===== config.mk =====
export PLATFORM = sky130hd
export DESIGN_NAME = entrada_digitos_flat
export DESIGN_NICKNAME = d
export VERILOG_FILES = /design/src/rtl/entrada_digitos_if.sv /design/src/rtl/entrada_digitos.sv /design/src/flat_wrapper.sv
export SDC_FILE = /design/constraint.sdc
export NUM_CORES = 1
export LEC_CHECK = 0
export ABC_AREA = 1
export BUFFER_PORTS_ARGS = -buffer_cell sky130_fd_sc_hd__buf_2
export CELL_PAD_IN_SITES_DETAIL_PLACEMENT = 1
export CELL_PAD_IN_SITES_GLOBAL_PLACEMENT = 2
export CORE_MARGIN = 3
export CORE_UTILIZATION = 34
export CTS_BUF_LIST = sky130_fd_sc_hd__clkbuf_16
export CTS_CLUSTER_DIAMETER = 100
export DETAILED_ROUTE_END_ITERATION = 8
export PLACE_DENSITY_LB_ADDON = 0.1
export REMOVE_ABC_BUFFERS = 1
export SYNTH_ARGS = -nofsm -noshare
export SYNTH_HDL_FRONTEND = slang
export SYNTH_SLANG_ARGS = --single-unit

===== constraint.sdc =====
create_clock -name clk -period 4.39 [get_ports clk]
set_clock_uncertainty 0.1 [all_clocks]
set_input_delay 0.2195 -clock clk [delete_from_list [all_inputs] [get_ports clk]]
set_output_delay 0.2195 -clock clk [all_outputs]
set_load 0.02 [all_outputs]

===== src/rtl/entrada_digitos_if.sv =====
// Key-entry bus between the keypad encoder side and the digit-entry stage.
`timescale 1ns/1ps
interface entrada_digitos_if;
  logic [7:0]  numero;
  logic        borrar;
  logic [15:0] digitos;
  logic [2:0]  cuenta;
  logic        lleno;
  logic        digito_valido;
  logic        desborde;

  modport master (
    output numero, borrar,
    input  digitos, cuenta, lleno, digito_valido, desborde
  );

  modport slave (
    input  numero, borrar,
    output digitos, cuenta, lleno, digito_valido, desborde
  );
endinterface


===== src/rtl/entrada_digitos.sv =====
// Debounced digit entry: one accepted digit per physical key press, shifted
// into a 4-digit BCD register (newest digit in the low nibble).
`timescale 1ns/1ps
module entrada_digitos #(
  parameter int unsigned ESTABLE = 4
) (
  input  logic               clk,
  input  logic               reset,
  entrada_digitos_if.slave   bus
);

  typedef enum logic [1:0] {
    LIBRE         = 2'd0,
    ESTABILIZANDO = 2'd1,
    PRESIONADA    = 2'd2
  } estado_t;

  localparam logic [8:0] ESTABLE_W = 9'(ESTABLE);

  estado_t     state_reg, state_next;
  logic [3:0]  candidato_reg, candidato_next;
  logic [7:0]  cnt_reg, cnt_next;
  logic [15:0] digitos_reg, digitos_next;
  logic [2:0]  cuenta_reg, cuenta_next;
  logic        valido_reg, valido_next;
  logic        desborde_reg, desborde_next;

  logic       es_tecla;
  logic       coincide;
  logic       acepta;
  logic [8:0] cnt_inc;
  logic       cnt_llega;

  // Full 8-bit compare: codes like 8'h13 are "no key", not digit 3.
  assign es_tecla  = (bus.numero <= 8'd9);
  assign coincide  = (bus.numero == {4'd0, candidato_reg});
  assign cnt_inc   = {1'b0, cnt_reg} + 9'd1;
  assign cnt_llega = (cnt_inc >= ESTABLE_W);

  always_ff @(posedge clk or posedge reset) begin
    if (reset) begin
      state_reg     <= LIBRE;
      candidato_reg <= 4'hF;
      cnt_reg       <= 8'd0;
    end else begin
      state_reg     <= state_next;
      candidato_reg <= candidato_next;
      cnt_reg       <= cnt_next;
    end
  end

  always_comb begin
    state_next     = state_reg;
    candidato_next = candidato_reg;
    cnt_next       = cnt_reg;
    acepta         = 1'b0;

    unique case (state_reg)
      LIBRE: begin
        if (es_tecla) begin
          candidato_next = bus.numero[3:0];
          cnt_next       = 8'd1;
          state_next     = ESTABILIZANDO;
        end
      end

      ESTABILIZANDO: begin
        if (coincide) begin
          if (cnt_llega) begin
            acepta     = 1'b1;
            cnt_next   = 8'd0;
            state_next = PRESIONADA;
          end else begin
            cnt_next = cnt_inc[7:0];
          end
        end else if (es_tecla) begin
          candidato_next = bus.numero[3:0];
          cnt_next       = 8'd1;
        end else begin
          cnt_next   = 8'd0;
          state_next = LIBRE;
        end
      end

      PRESIONADA: begin
        // Any key while held (even a different one) restarts the release count.
        if (es_tecla) begin
          cnt_next = 8'd0;
        end else if (cnt_llega) begin
          cnt_next   = 8'd0;
          state_next = LIBRE;
        end else begin
          cnt_next = cnt_inc[7:0];
        end
      end

      default: begin
        cnt_next   = 8'd0;
        state_next = LIBRE;
      end
    endcase
  end

  always_ff @(posedge clk or posedge reset) begin
    if (reset) begin
      digitos_reg  <= 16'h0000;
      cuenta_reg   <= 3'd0;
      valido_reg   <= 1'b0;
      desborde_reg <= 1'b0;
    end else begin
      digitos_reg  <= digitos_next;
      cuenta_reg   <= cuenta_next;
      valido_reg   <= valido_next;
      desborde_reg <= desborde_next;
    end
  end

  // Clear wins over a same-edge accept; the FSM is left alone so a held key
  // does not re-enter after the clear.
  always_comb begin
    digitos_next  = digitos_reg;
    cuenta_next   = cuenta_reg;
    valido_next   = 1'b0;
    desborde_next = 1'b0;

    if (bus.borrar) begin
      digitos_next = 16'h0000;
      cuenta_next  = 3'd0;
    end else if (acepta) begin
      if (cuenta_reg < 3'd4) begin
        digitos_next = {digitos_reg[11:0], candidato_reg};
        cuenta_next  = cuenta_reg + 3'd1;
        valido_next  = 1'b1;
      end else begin
        desborde_next = 1'b1;
      end
    end
  end

  assign bus.digitos       = digitos_reg;
  assign bus.cuenta        = cuenta_reg;
  assign bus.lleno         = (cuenta_reg == 3'd4);
  assign bus.digito_valido = valido_reg;
  assign bus.desborde      = desborde_reg;

endmodule


===== src/flat_wrapper.sv =====
// flat-port wrapper written by rule: the top's interface ports become plain ports
module entrada_digitos_flat 
#(
  parameter int unsigned ESTABLE = 4
)
  (clk, reset, bus_numero, bus_borrar, bus_digitos, bus_cuenta, bus_lleno, bus_digito_valido, bus_desborde);
  entrada_digitos_if bus_i ();
  input  logic clk;
  input  logic reset;
  input wire logic [$bits(bus_i.numero)-1:0] bus_numero;
  input wire logic [$bits(bus_i.borrar)-1:0] bus_borrar;
  output wire logic [$bits(bus_i.digitos)-1:0] bus_digitos;
  output wire logic [$bits(bus_i.cuenta)-1:0] bus_cuenta;
  output wire logic [$bits(bus_i.lleno)-1:0] bus_lleno;
  output wire logic [$bits(bus_i.digito_valido)-1:0] bus_digito_valido;
  output wire logic [$bits(bus_i.desborde)-1:0] bus_desborde;
  assign bus_i.numero = bus_numero;
  assign bus_i.borrar = bus_borrar;
  assign bus_digitos = bus_i.digitos;
  assign bus_cuenta = bus_i.cuenta;
  assign bus_lleno = bus_i.lleno;
  assign bus_digito_valido = bus_i.digito_valido;
  assign bus_desborde = bus_i.desborde;
  entrada_digitos #(.ESTABLE(ESTABLE)) u_core (.clk(clk), .reset(reset), .bus(bus_i));
endmodule

# == Word level (Yosys, flattened, before mapping) ==
# Cells that the tools add are included.
# word_totals
ram_bits,0
register_bits,35
romBits,0
mem_count,0
latch_bits,0
# op_classes
addsub,2
shifts,0
mul,0
eq_ne,10
div_mod_pow,0
bitwise_logic,0
n_reduce_logical,7
order_cmp,3
n_mux,31
# op_table
cell,count
$mux W16,3
$mux W8,4
$pmux W8 S3,1
$mux W2,6
$mux W1,10
$add A8 B1 Y9 const B,1
$ge A9 B3 Y1 const B,1
$mux W3,3
$eq A8 B4 Y1,1
$le A8 B4 Y1 const B,1
$mux W4,2
$pmux W4 S2,1
$ne A3 B3 Y1 const B,2
$pmux W2 S3,1
$reduce_bool A2 Y1,3
$reduce_and A5 Y1,1
$ne A2 B1 Y1 const B,2
$ne A2 B2 Y1 const B,2
$reduce_and A2 Y1,2
$add A3 B1 Y3 const B,1
$eq A3 B3 Y1 const B,1
$lt A3 B3 Y1 const B,1
$eq A2 B1 Y1 const B,1
$eq A2 B2 Y1 const B,1
$logic_not A2 Y1,1

# == Longest topological paths before layout ==
# Gate-level depths: netlist of the first run.
# depth
word_depth,7
ltp_mapped,13
mapped_depth_nobuf,12

# == Least setup slack after synthesis of the first run ==
# OpenSTA, ideal clock, no wires.
# synth_path
kind,register to register
from,register u_core.cnt_reg[1]
to,"register u_core.digitos_reg[0], in the netlist u_core.bus.digitos[0]"
period_less_slack_ns,1.736
setup_ns,0.066
required_ns,4.224
setup_slack_ns,2.654
path_buffers,2
t_arrival_ns,1.570
path_stages_with_launch,14
cell_sequence,dfrtp_1 > ha_1 > nand2_2 > nor2_2 > nand2_1 > nand2_1 > nand2_1 > nor2_2 > nand3_2 > nand3_4 > buf_8 > buf_12 > nand3_1 > nand2_1
# synth_between
elab_chain_len,7
# synth_lines
item,line_no,source
"start, declared",entrada_digitos.sv:22,"logic [7:0] cnt_reg, cnt_next;"
"start signal, assigned",entrada_digitos.sv:48,cnt_reg <= cnt_next;
$add A8 B1 Y9,entrada_digitos.sv:37,"assign cnt_inc = {1'b0, cnt_reg} + 9'd1;"
$ge A9 B3 Y1,entrada_digitos.sv:38,assign cnt_llega = (cnt_inc >= ESTABLE_W);
$mux W1,entrada_digitos.sv:69,if (cnt_llega) begin
$mux W1,entrada_digitos.sv:68,if (coincide) begin
$mux W1,entrada_digitos.sv:58,unique case (state_reg)
$reduce_bool A2 Y1 (no line),-,
$reduce_and A2 Y1 (no line),-,
"end signal, assigned",entrada_digitos.sv:111,digitos_reg <= digitos_next;
"end, declared",entrada_digitos.sv:23,"logic [15:0] digitos_reg, digitos_next;"
# Every way passes these cells.
# A chain may end at the register's enable or synchronous reset.

# == Worst setup path in the final report of the first run ==
# layout_path
from,register u_core.cnt_reg[1]
to,"register u_core.digitos_reg[4], in the netlist u_core.bus.digitos[4]"
# Same word-level chain as after synthesis.

==> results of run 1 <==
routing by layer:
layer	routed length, um	global-route usage
met3	152	0.03548
met2	2155	0.2565
met1	2048	0.1972
met5	0	0
met4	66	0.05574
metrics by stage:
step | util | worst slack (ps) | area (um^2) | total power [mW] | hold slack, ps
3_3_place_gp | 0.3983 | 2289 | 2112 | 0.6184 | 252.9
3_5_place_dp | 0.3983 | 2251 | 2112 | 0.6231 | 248.9
4_1_cts | 0.4254 | 2238 | 2256 | 0.9619 | 88.35
5_1_grt | 0.4254 | 2020 | 2256 | 1.013 | 110.7
2_1_floorplan | - | 2615 | 1857 | 0.5534 | 182.6
6_report | 0.4254 | 2282 | 2256 | 0.9429 | 94.11
cell usage in the layout, fill, tap and decap left out, types with 2 or more instances in the layout:
| cell | synthesis | final |
|---|---|---|
| nand3_1 | 25 | 25 |
| buf_2 | 0 | 32 |
| o21ai_0 | 5 | 5 |
| dfrtp_1 | 31 | 31 |
| ha_1 | 4 | 4 |
| clkbuf_16 | 0 | 5 |
| nand4_1 | 2 | 2 |
| xnor2_1 | 2 | 2 |
| nor2_2 | 2 | 2 |
| nor2_1 | 37 | 37 |
| nand3_2 | 3 | 3 |
| nand2_1 | 83 | 83 |
| a31oi_1 | 2 | 2 |
| dfstp_2 | 4 | 4 |
| a21oi_1 | 2 | 2 |
| inv_1 | 38 | 38 |
| inv_2 | 2 | 2 |
| nand2_2 | 3 | 3 |
cells by family after synthesis:
group,synth area share
XOR/XNOR,0.01362
buffers and inverters,0.1154
AND/OR/NAND/NOR,0.3599
flip-flops,0.4565
adder cells (fa/ha/maj),0.02594
AO/OA/AOI/OAI,0.02853
worst min-delay path, stage by stage:
cell,delay (ps)
buf_2,100
nand2_1,50
o21ai_0,70
path summary, 6_finish.rpt:
kind | slack (ps) | depth (start not counted) | endpoint | startpoint
max | 2280 | 12 | u_core.bus.digitos[4]$_DFFE_PP0P_ | u_core.cnt_reg[1]$_DFFE_PP0P_
min | 90 | 3 | u_core.candidato_reg[0]$_DFFE_PP1P_ | bus_numero[0]
max reg2reg | 2280 | 12 | u_core.bus.digitos[4]$_DFFE_PP0P_ | u_core.cnt_reg[1]$_DFFE_PP0P_
min reg2reg | 410 | 2 | u_core.bus.digitos[13]$_DFFE_PP0P_ | u_core.bus.digitos[13]$_DFFE_PP0P_
max in group asynchronous | 3350 | 4 | u_core.candidato_reg[3]$_DFFE_PP1P_ | reset
min in group asynchronous | 500 | 4 | u_core.bus.digitos[1]$_DFFE_PP0P_ | reset
power by group through the flow:
stage | clock (mW) | sequential, mW | combinational, mW
2_1_floorplan | 0 | 0.440 | 0.114
3_3_place_gp | 0 | 0.420 | 0.198
3_5_place_dp | 0 | 0.422 | 0.201
4_1_cts | 0.342 | 0.417 | 0.203
5_1_grt | 0.356 | 0.425 | 0.232
6_report | 0.330 | 0.416 | 0.197
layout make-up:
cell class | count | area share
clock buffer | 5 | 0.05546
sequential | 35 | 0.3905
tap | 70 | 0.03882
inverter | 40 | 0.06656
clock inverter | 2 | 0.003882
multi-input combinational | 176 | 0.3661
timing repair buffer | 34 | 0.07876
==> impl_metrics.toml, run 1 <==
[final_layout]
largest_reg_flops = 16
antenna_cells = 0
fillers = 692
syn2layout_area_growth_pct = 16.93
seq_area_um2 = 880.8
nets = 307
drive_gt1_frac = 0.1918
multi_input_area_um2 = 825.8
fin_cells = 362

[global_route]
grt_max_degree = 36
grt_pass1_vias = 1699
grt-ovfl-total = 0
antenna_found_initial = 0
grt_usage = 0.1552
grt_pass1_wl_um = 7817

[die]
row_count = 26
die_w_um = 81.33
dieArea_mm2 = 0.006615
initial_core_util = 0.3639
ios = 33
dieHeight_um = 81.33
core_mm2 = 0.005303

[synthesis]
synth.cell_area_mm2 = 0.001929
ys_seq_area_frac = 0.4565
synth_edf_count = 0
synth.most_common_cell = "nand2_1"
synthFlopType = "dfrtp_1"
ys_warn_count = 0
synthCells = 258
netlist_top_cells_area = "dfrtp_1, nand2_1, inv_1"
ys_ff_latch = 35
synth_top_area_share = 0.4021
yosysTopAreaCell = "dfrtp_1"
synth-async-reset-ratio = 1.000
synth_area_per_cell_um2 = 7.478
yosys-top-cells-count = "nand2_1, inv_1, nor2_1"
yosysUniqueCellTypes = 27

[setup_path]
worstPathArrival_ps = 2170
crit_path_max_fanout = 20
critPathLaunchType = "flop"
crit_chain = "ha_1 -> nand2_2 -> nor2_2 -> nand2_1 -> nand2_1 -> nand2_1 -> nor2_2 -> nand3_2 -> nand3_4 -> nand2_4 -> nand2_1 -> nand2_1"
cp.required_ps = 4450
path_class = "flop to flop"
worst_path_dominant_cell_family = "simple AND/OR/NAND/NOR gates"
path_common_cell = "nand2_1"
critPathMaxStageDelay_ps = 430
endpoint_kind = "flop"
worst-path-buf-inv = 0
cp_slowest_cell = "dfrtp_1"

[routing]
wl_per_cell_um = 12.22
vias = 1668
antenna_left = 0
wl_um = 4422
drt_iter0_drc = 59
drcViolationCount = 0
viasPerCell = 4.608
first_pass_iters = 4

[sta]
slew_violations = 0
fin_setup_tns_ps = 0
fmax_mhz = 474.5
tightest_slew_ps = 521.0
period_needed_ps = 2108
period_share = 0.4801
setup_viol = 0
hold_viol = 0
rsz0062_at_grt = "no"
relSlewSlack = 0.6527

[pwr]
p_int_mw = 0.6489
power.leakage_nw = 1.270
powerDensity_mw_per_mm2 = 418.0
combPwrFrac = 0.209
pwr-share-seq = 0.441
clkPwrFrac = 0.350
p_sw_mw = 0.2941
power_switching_share = 0.3119
vdd_drop_max_mv = 0.2745

[clock_network]
ctsHoldBuffers = 1
cts_resized = 0
cts_tree = "yes"
cts_buffers = 5
post_cts_buffers = 0
clkLatencyLatePin_ps = 270
root_buffer = "clkbuf_16"
path_clk_slew_ps = 50
max-clock-path-buffers = 2
clock-sinks = 35
h-tree-depth = 2

[flow_run]
max_cap_viol_count = 0

[placed_design]
numPortBuffers = 32
gp_congestion = 0.7017
placedCellCount = 354
dp_hpwl_um = 3142

[run_status]
status = "finished clean"

[min_path]
hp-class = "input port to flop"
Note: power is estimated with default switching activity, not from simulation.
==> run 2: changes to the inputs <==
--- a/config.mk
+++ b/config.mk
@@ -5,12 +5,12 @@
 export SDC_FILE = /design/constraint.sdc
 export NUM_CORES = 1
 export LEC_CHECK = 0
-export ABC_AREA = 1
+export ABC_AREA = 0
 export BUFFER_PORTS_ARGS = -buffer_cell sky130_fd_sc_hd__buf_2
 export CELL_PAD_IN_SITES_DETAIL_PLACEMENT = 1
 export CELL_PAD_IN_SITES_GLOBAL_PLACEMENT = 2
 export CORE_MARGIN = 3
-export CORE_UTILIZATION = 34
+export CORE_UTILIZATION = 32
 export CTS_BUF_LIST = sky130_fd_sc_hd__clkbuf_16
 export CTS_CLUSTER_DIAMETER = 100
 export DETAILED_ROUTE_END_ITERATION = 8
==> constraint.sdc (replaced) <==
create_clock -name clk -period 1.84 [get_ports clk]
set_clock_uncertainty 0.1 [all_clocks]
set_input_delay 0.092 -clock clk [delete_from_list [all_inputs] [get_ports clk]]
set_output_delay 0.092 -clock clk [all_outputs]
set_load 0.02 [all_outputs]
==> impl_metrics.toml, run 2 <==
[synthesis]
yosysUniqueCellTypes = 39
synth-async-reset-ratio = 1.000
ys_seq_area_frac = 0.4996
synth.cell_area_mm2 = 0.001763
ys_ff_latch = 35
synth.most_common_cell = "dfrtp_1"
yosysTopAreaCell = "dfrtp_1"
synth_top_area_share = 0.4400
ys_warn_count = 0
synthCells = 149
yosys-top-cells-count = "dfrtp_1, nand2b_1, mux2i_1"
synth_area_per_cell_um2 = 11.83
synth_edf_count = 0
netlist_top_cells_area = "dfrtp_1, mux2i_1, nand2b_1"
synthFlopType = "dfrtp_1"

[final_layout]
utilization = 0.5010
fin_cells = 291
layout_common_cells = "buf_2, dfrtp_1, nand2b_1"
nets = 235
syn2layout_area_growth_pct = 47.91
postLayoutCellArea_mm2 = 0.002608
drive_gt1_frac = 0.4887
fillers = 577
largest_reg_flops = 16
seq_area_um2 = 883.3
final_common_cell = "buf_2"
antenna_cells = 0
multi_input_area_um2 = 985.9

[setup_path]
setup.worst_path.end = "u_core.bus.cuenta[1]$_DFFE_PP0P_"
crit_path_start = "u_core.cnt_reg[3]$_DFFE_PP0P_"
r2r_start = "u_core.cnt_reg[3]$_DFFE_PP0P_"
critPathMaxStageDelay_ps = 400
r2r_cells = 7
worst_path_dominant_cell_family = "compound AO/OA/AOI/OAI gates"
critPathLaunchType = "flop"
reg2reg_to = "u_core.bus.cuenta[1]$_DFFE_PP0P_"
worstPathArrival_ps = 2160
cp_slowest_cell = "dfrtp_1"
path_depth = 7
crit_path_max_fanout = 3
path_class = "flop to flop"
r2r_slack_ps = -220
cp.required_ps = 1930
endpoint_kind = "flop"
worst-path-buf-inv = 2
crit_chain = "buf_6 -> nor4bb_4 -> o311ai_4 -> a22oi_4 -> a2111oi_4 -> buf_4 -> mux2i_1"

[global_route]
antenna_found_initial = 0
grt_pass1_vias = 1560
grt_pass1_wl_um = 7465
grt_max_degree = 36
grt_usage = 0.1526
grt-ovfl-total = 0

[die]
dieArea_mm2 = 0.006436
ios = 33
die_w_um = 80.23
row_count = 26
core_mm2 = 0.005205
initial_core_util = 0.3387
dieHeight_um = 80.23

[placed_design]
placement.cell_area_mm2 = 0.002161
dp_hpwl_um = 3093
gp_congestion = 0.7799
numPortBuffers = 32
placedCellCount = 267

[sta]
rsz0062_at_grt = "yes"
period_share = 1.122
fin_hold_ws_ps = 14.68
fmax_mhz = 484.3
slew_violations = 0
relSlewSlack = 0.3950
hold_viol = 0
setup_ws_ps = -225.0
setup_viol = 28
period_needed_ps = 2065
tightest_slew_ps = 902.1

[routing]
viasPerCell = 4.770
wl_per_cell_um = 15.78
drt_iter0_drc = 32
vias = 1388
drcViolationCount = 0
first_pass_iters = 4
antenna_left = 0
wl_um = 4591

[run_status]
failed_checks = "negative setup slack"
status = "complete, but fails checks"

[flow_run]
max_cap_viol_count = 0

[clock_network]
clock-sinks = 35
max-clock-path-buffers = 2
h-tree-depth = 2
path_clk_slew_ps = 50
cts_buffers = 5
clkLatencyLatePin_ps = 280
cts_tree = "yes"
root_buffer = "clkbuf_16"

[min_path]
hp-class = "input port to flop"

[pwr]
p_total_mw = 1.931
vdd_drop_max_mv = 0.3845
power.leakage_nw = 1.280
powerDensity_mw_per_mm2 = 740.6
[run 2: changes by cell type after synthesis, moves of 3 or more]
cell,previous run,this run
o21ai_0,5,2
inv_1,38,4
nand3_2,3,0
nand2b_1,0,25
and2_1,0,7
nand2_2,3,0
mux2i_1,0,17
nand2_1,83,5
nor2_1,37,2
nor3_1,1,4
nand3_1,25,2
mux2_2,0,5
[run 2: final cells by class]
type	count	share of cell area
timing repair buffer	69	0.1895
multi-input combinational	105	0.3781
inverter	4	0.005758
clock buffer	5	0.04798
sequential	35	0.3388
clock inverter	3	0.006238
tap	70	0.03359
[run 2: worst min path at each step]
stage | from | endpoint | slack [ps] | cells past startpoint
CTS | bus_numero[2] | u_core.candidato_reg[2]$_DFFE_PP1P_ | 10 | 2
global route | bus_numero[2] | u_core.candidato_reg[2]$_DFFE_PP1P_ | 20 | 2
detailed placement | reset | u_core.bus.cuenta[2]$_DFFE_PP0P_ | 140 | 3
global placement | reset | u_core.bus.cuenta[2]$_DFFE_PP0P_ | 120 | 3
floorplan | bus_borrar | u_core.bus.desborde$_DFF_PP0_ | 60 | 1
finish | bus_numero[2] | u_core.candidato_reg[2]$_DFFE_PP1P_ | 10 | 2
[run 2: report_power, final]
group | total [mW] | internal, mW | leakage (nW) | switching (mW)
registers | 0.849 | 0.817 | 0.470 | 0.0321
clock network | 0.806 | 0.493 | 0.0710 | 0.313
logic | 0.275 | 0.163 | 0.739 | 0.112
[run 2: logic make-up after synthesis]
family / after synthesis / share of synthesized area
multiplexers: 23 / 0.1370
XOR/XNOR: 4 / 0.01987
adder cells (fa/ha/maj): 4 / 0.02839
flip-flops: 35 / 0.4996
buffers and inverters: 9 / 0.01986
AND/OR/NAND/NOR: 59 / 0.2023
AO/OA/AOI/OAI: 15 / 0.09298
[run 2: per-layer routing]
metal  up-vias  wire length, um  global-route usage
met4         0               72             0.06081
met3         7              136             0.03700
met1       697             1871              0.1733
met2        20             2509              0.2724
met5         -                0                   0
li1        664                -                   -
[run 2: repair_timing]
action | CTS | global route
cloned | 0 | 0
setup endpoints to repair | 29 | 29
buffers inserted | 10 | 4
hold buffers | 4 | 0
gates resized for setup | 18 | 21
pin swaps | 10 | 15
endpoints found under the hold margin | 34 | 0
[run 2: through the flow]
| stage | setup TNS, ps | worst slack, ps |
|---|---|---|
| finish | -3933 | -225.0 |
| global route | -6482 | -309.0 |
| CTS | -5148 | -284.3 |
| detailed placement | -6883 | -309.7 |
| global placement | -5736 | -288.9 |
| floorplan | -6246 | -450.2 |
